**src/rtl/freecell_pkg.sv**
```systemverilog
// rtl/freecell_pkg.sv - card, locus and error-code definitions shared by the FreeCell engine
package freecell_pkg;

    typedef struct packed {
        logic [1:0] suit;
        logic [3:0] rank;
    } card_t;

    localparam logic [1:0] SUIT_H = 2'd0;
    localparam logic [1:0] SUIT_D = 2'd1;
    localparam logic [1:0] SUIT_S = 2'd2;
    localparam logic [1:0] SUIT_C = 2'd3;

    localparam logic [3:0] RANK_ACE  = 4'd1;
    localparam logic [3:0] RANK_KING = 4'd13;

    localparam logic [2:0] ERR_OK        = 3'd0;
    localparam logic [2:0] ERR_BAD_LOC   = 3'd1;
    localparam logic [2:0] ERR_SRC_EMPTY = 3'd2;
    localparam logic [2:0] ERR_DST_FULL  = 3'd3;
    localparam logic [2:0] ERR_RULE      = 3'd4;
    localparam logic [2:0] ERR_SAME      = 3'd5;

    typedef enum logic [1:0] {LOC_COL, LOC_FREE, LOC_HOME, LOC_BAD} loc_kind_e;

    typedef struct packed {
        loc_kind_e  kind;
        logic [3:0] idx;
    } loc_t;

    function automatic logic is_red(input card_t c);
        return (c.suit == SUIT_H) || (c.suit == SUIT_D);
    endfunction

    // Loci are packed as columns, then free cells, then the four homes in suit order.
    function automatic loc_t decode_loc(input int code, input int ncols, input int nfree);
        loc_t l;
        l.kind = LOC_BAD;
        l.idx  = 4'd0;
        if (code < ncols) begin
            l.kind = LOC_COL;
            l.idx  = 4'(code);
        end else if (code < ncols + nfree) begin
            l.kind = LOC_FREE;
            l.idx  = 4'(code - ncols);
        end else if (code < ncols + nfree + 4) begin
            l.kind = LOC_HOME;
            l.idx  = 4'(code - ncols - nfree);
        end
        return l;
    endfunction

endpackage

```
**src/rtl/freecell_column.sv**
```systemverilog
// rtl/freecell_column.sv - one tableau column, a cleared-on-pop LIFO of cards
module freecell_column
    import freecell_pkg::*;
#(
    parameter int DEPTH = 20,
    localparam int HW = $clog2(DEPTH + 1)
) (
    input  logic          clock,
    input  logic          reset_n,
    input  logic          push_i,
    input  logic          pop_i,
    input  card_t         din_i,
    output card_t         top_o,
    output logic [HW-1:0] height_o,
    output logic          full_o,
    output logic          empty_o
);

    card_t         mem_q [DEPTH];
    logic [HW-1:0] height_q;

    assign height_o = height_q;
    assign full_o   = (height_q == HW'(DEPTH));
    assign empty_o  = (height_q == '0);

    always_comb begin
        top_o = '0;
        for (int i = 0; i < DEPTH; i++)
            if (height_q == HW'(i + 1)) top_o = mem_q[i];
    end

    always_ff @(posedge clock or negedge reset_n) begin
        if (!reset_n) begin
            height_q <= '0;
            for (int i = 0; i < DEPTH; i++) mem_q[i] <= '0;
        end else if (push_i && !full_o) begin
            for (int i = 0; i < DEPTH; i++)
                if (height_q == HW'(i)) mem_q[i] <= din_i;
            height_q <= height_q + 1'b1;
        end else if (pop_i && !empty_o) begin
            for (int i = 0; i < DEPTH; i++)
                if (height_q == HW'(i + 1)) mem_q[i] <= '0;
            height_q <= height_q - 1'b1;
        end
    end

endmodule

```
**src/rtl/freecell_engine.sv**
```systemverilog
// rtl/freecell_engine.sv - FreeCell board state with a validated single-card move pipeline
module freecell_engine
    import freecell_pkg::*;
#(
    parameter int NUM_COLS  = 8,
    parameter int COL_DEPTH = 20,
    parameter int NUM_FREE  = 4,
    parameter int LOC_W     = 4
) (
    input  logic             clock,
    input  logic             reset_n,
    input  logic             load_valid,
    input  logic [2:0]       load_col,
    input  logic [5:0]       load_card,
    output logic             load_ready,
    input  logic             move_valid,
    input  logic [LOC_W-1:0] move_src,
    input  logic [LOC_W-1:0] move_dst,
    output logic             move_ready,
    output logic             done,
    output logic             move_ok,
    output logic [2:0]       err_code,
    output logic [15:0]      move_count,
    output logic             win
);

    localparam int NF = (NUM_FREE > 0) ? NUM_FREE : 1;
    localparam int HW = $clog2(COL_DEPTH + 1);

    typedef enum logic [1:0] {S_IDLE, S_FETCH, S_CHECK, S_COMMIT} state_e;

    state_e           state_q;
    logic [LOC_W-1:0] src_q, dst_q;
    card_t            src_card_q;
    logic             done_q, ok_q, ready_q, win_q, win_d;
    logic [2:0]       err_q;
    logic [15:0]      count_q;
    card_t            free_q [NF];
    card_t            free_d [NF];
    logic [3:0]       home_q [4];
    logic [3:0]       home_d [4];

    card_t                col_top    [NUM_COLS];
    logic [HW-1:0]        col_height [NUM_COLS];
    logic [NUM_COLS-1:0]  col_full, col_empty, col_push, col_pop;
    card_t                col_din;

    for (genvar g = 0; g < NUM_COLS; g++) begin : gen_col
        freecell_column #(.DEPTH(COL_DEPTH)) u_col (
            .clock    (clock),
            .reset_n  (reset_n),
            .push_i   (col_push[g]),
            .pop_i    (col_pop[g]),
            .din_i    (col_din),
            .top_o    (col_top[g]),
            .height_o (col_height[g]),
            .full_o   (col_full[g]),
            .empty_o  (col_empty[g])
        );
    end

    loc_t       src_l, dst_l;
    card_t      fetch_card, dst_top;
    logic       dst_is_empty, dst_is_full, rule_ok, commit;
    logic [3:0] dst_home_rank;
    logic [2:0] err_c;

    assign commit = (state_q == S_COMMIT) && ok_q;

    always_comb begin
        src_l         = decode_loc(int'(src_q), NUM_COLS, NUM_FREE);
        dst_l         = decode_loc(int'(dst_q), NUM_COLS, NUM_FREE);
        fetch_card    = '0;
        dst_top       = '0;
        dst_is_empty  = 1'b1;
        dst_is_full   = 1'b0;
        dst_home_rank = '0;
        for (int i = 0; i < NUM_COLS; i++) begin
            if (src_l.kind == LOC_COL && src_l.idx == 4'(i)) fetch_card = col_top[i];
            if (dst_l.kind == LOC_COL && dst_l.idx == 4'(i)) begin
                dst_top      = col_top[i];
                dst_is_empty = col_empty[i];
                dst_is_full  = (col_height[i] == HW'(COL_DEPTH));
            end
        end
        for (int i = 0; i < NUM_FREE; i++) begin
            if (src_l.kind == LOC_FREE && src_l.idx == 4'(i)) fetch_card = free_q[i];
            if (dst_l.kind == LOC_FREE && dst_l.idx == 4'(i)) dst_is_full = (free_q[i].rank != 4'd0);
        end
        for (int i = 0; i < 4; i++)
            if (dst_l.kind == LOC_HOME && dst_l.idx == 4'(i)) dst_home_rank = home_q[i];

        rule_ok = 1'b1;
        case (dst_l.kind)
            LOC_COL: if (!dst_is_empty)
                rule_ok = (is_red(src_card_q) != is_red(dst_top)) &&
                          (src_card_q.rank == dst_top.rank - 4'd1);
            // A full home expects rank 14, which no card carries.
            LOC_HOME: rule_ok = (src_card_q.suit == dst_l.idx[1:0]) &&
                                (src_card_q.rank == ((dst_home_rank == 4'd0) ? RANK_ACE
                                                                             : dst_home_rank + 4'd1));
            default: ;
        endcase

        if (src_q == dst_q)                                       err_c = ERR_SAME;
        else if (src_l.kind inside {LOC_BAD, LOC_HOME} || dst_l.kind == LOC_BAD) err_c = ERR_BAD_LOC;
        else if (src_card_q.rank == 4'd0)                         err_c = ERR_SRC_EMPTY;
        else if (dst_is_full)                                     err_c = ERR_DST_FULL;
        else if (!rule_ok)                                        err_c = ERR_RULE;
        else                                                      err_c = ERR_OK;
    end

    always_comb begin
        col_din  = commit ? src_card_q : card_t'(load_card);
        col_push = '0;
        col_pop  = '0;
        for (int i = 0; i < NUM_COLS; i++) begin
            if (state_q == S_IDLE && load_valid && load_col == 3'(i) && !col_full[i]) col_push[i] = 1'b1;
            if (commit && dst_l.kind == LOC_COL && dst_l.idx == 4'(i)) col_push[i] = 1'b1;
            if (commit && src_l.kind == LOC_COL && src_l.idx == 4'(i)) col_pop[i]  = 1'b1;
        end
    end

    always_comb begin
        free_d = free_q;
        home_d = home_q;
        if (commit) begin
            for (int i = 0; i < NUM_FREE; i++) begin
                if (src_l.kind == LOC_FREE && src_l.idx == 4'(i)) free_d[i] = '0;
                if (dst_l.kind == LOC_FREE && dst_l.idx == 4'(i)) free_d[i] = src_card_q;
            end
            for (int i = 0; i < 4; i++)
                if (dst_l.kind == LOC_HOME && dst_l.idx == 4'(i)) home_d[i] = src_card_q.rank;
        end
        win_d = win_q || (home_d[SUIT_H] == RANK_KING && home_d[SUIT_D] == RANK_KING &&
                          home_d[SUIT_S] == RANK_KING && home_d[SUIT_C] == RANK_KING);
    end

    always_ff @(posedge clock or negedge reset_n) begin
        if (!reset_n) begin
            for (int i = 0; i < NF; i++) free_q[i] <= '0;
            for (int i = 0; i < 4; i++)  home_q[i] <= '0;
            count_q <= '0;
            win_q   <= 1'b0;
        end else begin
            free_q <= free_d;
            home_q <= home_d;
            win_q  <= win_d;
            if (commit && count_q != 16'hFFFF) count_q <= count_q + 16'd1;
        end
    end

    always_ff @(posedge clock or negedge reset_n) begin
        if (!reset_n) begin
            state_q    <= S_IDLE;
            src_q      <= '0;
            dst_q      <= '0;
            src_card_q <= '0;
            done_q     <= 1'b0;
            ok_q       <= 1'b0;
            err_q      <= ERR_OK;
            ready_q    <= 1'b1;
        end else begin
            case (state_q)
                S_IDLE: if (move_valid && !load_valid) begin
                    src_q   <= move_src;
                    dst_q   <= move_dst;
                    ready_q <= 1'b0;
                    state_q <= S_FETCH;
                end
                S_FETCH: begin
                    src_card_q <= fetch_card;
                    state_q    <= S_CHECK;
                end
                S_CHECK: begin
                    done_q  <= 1'b1;
                    ok_q    <= (err_c == ERR_OK);
                    err_q   <= err_c;
                    state_q <= S_COMMIT;
                end
                default: begin
                    done_q  <= 1'b0;
                    ready_q <= 1'b1;
                    state_q <= S_IDLE;
                end
            endcase
        end
    end

    assign load_ready = ready_q;
    assign move_ready = ready_q;
    assign done       = done_q;
    assign move_ok    = ok_q;
    assign err_code   = err_q;
    assign move_count = count_q;
    assign win        = win_q;

endmodule

```
**config.mk**
```make
export PLATFORM = sky130hd
export DESIGN_NAME = freecell_engine
export DESIGN_NICKNAME = d
export VERILOG_FILES = /design/src/rtl/freecell_pkg.sv /design/src/rtl/freecell_column.sv /design/src/rtl/freecell_engine.sv
export SDC_FILE = /design/constraint.sdc
export NUM_CORES = 2
export LEC_CHECK = 0
export ABC_AREA = 1
export CORE_MARGIN = 2
export CORE_UTILIZATION = 60
export DETAILED_ROUTE_END_ITERATION = 7
export PLACE_DENSITY = 0.76
export SLEW_MARGIN = 20
export SYNTH_ARGS = -nofsm -noshare
export SYNTH_HDL_FRONTEND = slang
export SYNTH_SLANG_ARGS = --single-unit
```
**constraint.sdc**
```tcl
create_clock -name clock -period 4.1 [get_ports clock]
set_clock_uncertainty 0.05 [all_clocks]
set_input_delay 0.82 -clock clock [delete_from_list [all_inputs] [get_ports clock]]
set_output_delay 0.82 -clock clock [all_outputs]
set_load 0.01 [all_outputs]
```
==> summary.md <==
| Metric | Value |
|---|---|
| Run status | finished, violations left |
| Violations in the final reports | setup timing |
| Die height | 307 um |
| Number of endpoints with negative hold slack in the final report | 0 |
| GRT busiest layer | met2 |
| Vias in the first global route | 48,100 |
| HP Class | input port to asynchronous set/reset pin |
| Yosys warnings | 0 |
| Post-route standard cell area excluding fillers | 0.0638 sq mm |
| Inst Count DP | 8,741 |
| Global routing met1 resource utilization | 0.475 |
| Setup Viol. Count Final | 2 |
| Global Route met2 Usage | 0.514 |
| Biggest fanout along the worst timing path | 6 |
| Register area share after synthesis | 0.490 |
| Antenna-violating nets left | 0 |
| Post-synth net total | 7,419 |
| Slowest cell on crit path | sky130_fd_sc_hd__dfrtp_1 |
| Max rail drop VDD | 0.421 mV |
| Ratio of cells with drive above 1 in the final layout | 0.120 |
| Post-route DRC | 0 |
| Source-to-sink clock delay at the later pin of the worst-skew pair | 720 ps |
| Synthesized instance count | 7,342 |
| GR met3 Demand/Resource | 0.0433 |
| Slew at the pin with the worst max-slew slack | 1080 ps |
| Die span in x | 307 um |
| Minimum period implied by the final worst setup slack | 4140 ps |
| Post-detailed-route via-to-cell ratio | 5.64 |
| Fin crit share | 1.01 |
| Global routing usage summed across all routing layers | 0.326 |
| # IOs | 45 |
| Slew margin rel. | 0.275 |
| Setup slack of the most critical reg-to-reg path | -40 ps |
| Pins Over Slew Limit | 0 |
| Timing-limited maximum frequency | 241 MHz |
| Critical setup path kind | register to register |
| Combined area of all synthesized cells | 0.0551 sq mm |
| # rows | 111 |
| Layout net count | 7,769 |
| Kind of start point of the critical path | register |
| Area post-placement | 0.0595 sq mm |
| Family of cells with the greatest summed delay on the critical path | simple AND/OR/NAND/NOR gates |
| Clock root buffer | sky130_fd_sc_hd__clkbuf_16 |
| Average cell area after synthesis | 7.50 sq um |
| Number of DRC violations after detailed-routing iteration 0 | 5,324 |
| Pin count of the biggest net entering global routing | 113 |
| Count of hold-fix buffers inserted at cts | 0 |
| Number of antenna violations at the first check in global routing | 3 |
| Required time of the critical path | 4650 ps |
| Num Clock Sinks | 1,079 |
| TritonCTS clock tree | built |
| Total congestion overflow | 0 |
| Number of buffers on the longest clock path | 3 |
| Num CTS Buffers | 114 |
| P per Cell Area | 546 mW/mm^2 |
| Area inside the core boundary | 0.0914 sq mm |
| Number of cells on the worst reg-to-reg path | 35 |
| Initial core utilization | 0.603 |
| CTS H-tree lvls | 3 |
| Unrepaired setup endpoints after global routing | true |
| Data arrival time of the critical path | 4690 ps |
| Inserted Diodes | 0 |
| Final-layout worst hold slack | 109 ps |
| Detailed-placement wirelength estimate | 107,000 um |
| Number of buffer and inverter stages on the critical path | 1 |
| Overall via count from detail_route | 50,600 |
| Area added between synthesis and finish | 15.9% |
| Maxcap violations | 0 |
| TritonRoute pass-1 iters | 6 |
| Routed wire per std cell | 17.1 um |
| Total wire length after detailed routing | 154,000 um |
| Die area | 0.0943 sq mm |
| Stages on worst setup path | 35 |
| Peak per-stage delay on the critical path | 430 ps |
| Number of standard cells in the final layout excluding fillers | 8,970 |
| CP endpoint kind | register |
| Post-layout worst setup margin | -43.5 ps |
| Post-synthesis sequential element count | 1,079 |
| Post-CTS clock slew at the launch and capture registers of the worst setup and hold paths | 60 ps |
| Cell occurring most often along the worst timing path | sky130_fd_sc_hd__nand2_1 |
| Quantity of I/O buffers inserted on ports | 44 |
| Final GP Congestion | 0.957 |
| Static Leakage | 30.2 nW |
| Global-route wire length before repair | 251,000 um |
| Power Total | 34.9 mW |
| Cell variety after synth | 53 |
==> report_power, final <==
part	total [mW]	switching (mW)	internal, mW
combinational	11.9	7.60	4.31
clock	10.4	4.34	6.10
sequential	12.5	0.784	11.7
==> through the flow <==
stage	setup slack (ps)	TNS, ps	util
global placement	-25.2	-25.2	0.651
floorplan	433	0	-
global route	-441	-1080	0.699
detailed placement	-119	-170	0.651
finish	-43.5	-51.5	0.699
CTS	-35.0	-35.0	0.694
==> final cells by class <==
class / instances / area, sq um
sequential: 1079 / 27000
fill: 7405 / 27500
inverter: 975 / 3660
clock buffer: 172 / 3300
multi-input combinational: 5003 / 23700
clock inverter: 36 / 448
tap: 1186 / 1480
timing repair buffer: 519 / 4190
==> routing by layer <==
layer | wire length, um | vias up
met5 | 39 | -
met4 | 4190 | 6
met3 | 10800 | 291
met2 | 70300 | 1798
met1 | 68400 | 24200
li1 | - | 24300
==> cells by family (layout without fill, tap and decap cells) <==
kind of cell | Yosys count | in the layout | synth area share
DFF | 1079 | 1079 | 0.490
xor gates and xnor gates | 63 | 63 | 0.0100
buffers and inverters | 1260 | 1702 | 0.0867
and+or+nand+nor | 3103 | 3103 | 0.228
AOI/OAI and AO/OA | 1765 | 1765 | 0.170
adders and majority gates | 56 | 56 | 0.0127
muxes | 16 | 16 | 0.00327
==> cell usage in the layout (no fill, tap or decap), types with 45 or more instances in the layout <==
| cell type | instances |
|---|---|
| sky130_fd_sc_hd__a21oi_1 | 194 |
| sky130_fd_sc_hd__buf_4 | 458 |
| sky130_fd_sc_hd__clkbuf_16 | 115 |
| sky130_fd_sc_hd__dfrtp_1 | 1072 |
| sky130_fd_sc_hd__ha_1 | 45 |
| sky130_fd_sc_hd__inv_1 | 906 |
| sky130_fd_sc_hd__inv_2 | 51 |
| sky130_fd_sc_hd__nand2_1 | 2080 |
| sky130_fd_sc_hd__nand2_2 | 47 |
| sky130_fd_sc_hd__nand3_1 | 295 |
| sky130_fd_sc_hd__nor2_1 | 439 |
| sky130_fd_sc_hd__o21ai_0 | 1244 |
| sky130_fd_sc_hd__o21ai_1 | 51 |
| sky130_fd_sc_hd__o22ai_1 | 148 |
| sky130_fd_sc_hd__or2_2 | 67 |
| sky130_fd_sc_hd__xor2_1 | 49 |
==> Yosys cell counts (all sizes together) <==
cell | n | share of area
nand2 | 2132 | 0.15
o21ai | 1302 | 0.12
dfrtp | 1078 | 0.49
inv | 959 | 0.065
nor2 | 492 | 0.035
nand3 | 311 | 0.028
clkbuf | 263 | 0.018
a21oi | 197 | 0.018
o22ai | 150 | 0.017
or2 | 74 | 0.0084
ha | 56 | 0.013
xor2 | 49 | 0.0078
nand4 | 43 | 0.0049
nor3 | 36 | 0.0033
o211ai | 36 | 0.0049
buf | 22 | 0.0024
clkinv | 16 | 0.0011
mux2 | 16 | 0.0033
a31oi | 15 | 0.0017
o21bai | 14 | 0.0019
xnor2 | 14 | 0.0022
o221ai | 11 | 0.0017
o41ai | 11 | 0.0017
nand3b | 8 | 0.0011
o2111ai | 8 | 0.0013
nor4 | 6 | 0.00068
o31ai | 5 | 0.00068
a22o | 3 | 0.00048
a22oi | 3 | 0.00041
a211oi | 2 | 0.00027
a221oi | 2 | 0.00032
a2111oi | 1 | 0.00016
a21o | 1 | 0.00014
a311oi | 1 | 0.00016
a32oi | 1 | 0.00016
and3 | 1 | 0.00011
dfstp | 1 | 0.00048
o21a | 1 | 0.00014
o32ai | 1 | 0.00016
==> path summary, 6_finish.rpt <==
| path | end | from |
|---|---|---|
| setup / recovery | err_code[2] | gen_col[1].u_col.height_o[2] |
| hold / removal | gen_col[1].u_col.mem_q[88] | reset_n |
| setup reg to reg | err_code[2] | gen_col[1].u_col.height_o[2] |
| hold reg to reg | gen_col[0].u_col.mem_q[66] | gen_col[0].u_col.mem_q[66] |
| max in group asynchronous | gen_col[6].u_col.mem_q[77] | reset_n |
| min in group clock | gen_col[0].u_col.mem_q[66] | gen_col[0].u_col.mem_q[66] |
==> flip-flops by register name (all words and copies together), names as in the netlist <==
register / cells
gen_col.u_col.mem_q: 960
free_q: 24
src_card_q: 6
state_q: 2
load_ready: 1
move_count: 16
src_q: 4
done: 1
home_q: 16
err_code: 3
win: 1
dst_q: 4
gen_col.u_col.height_o: 40
move_ok: 1
==> what timing repair did <==
item | 4_1_cts | 5_1_grt
gates resized for setup | 31 | 145
pin swaps | 19 | 79
endpoints found under the hold margin | 0 | 0
setup endpoints to repair | 2 | 14
setup buffers | 8 | 14
Power figures use the tool's default switching activity.
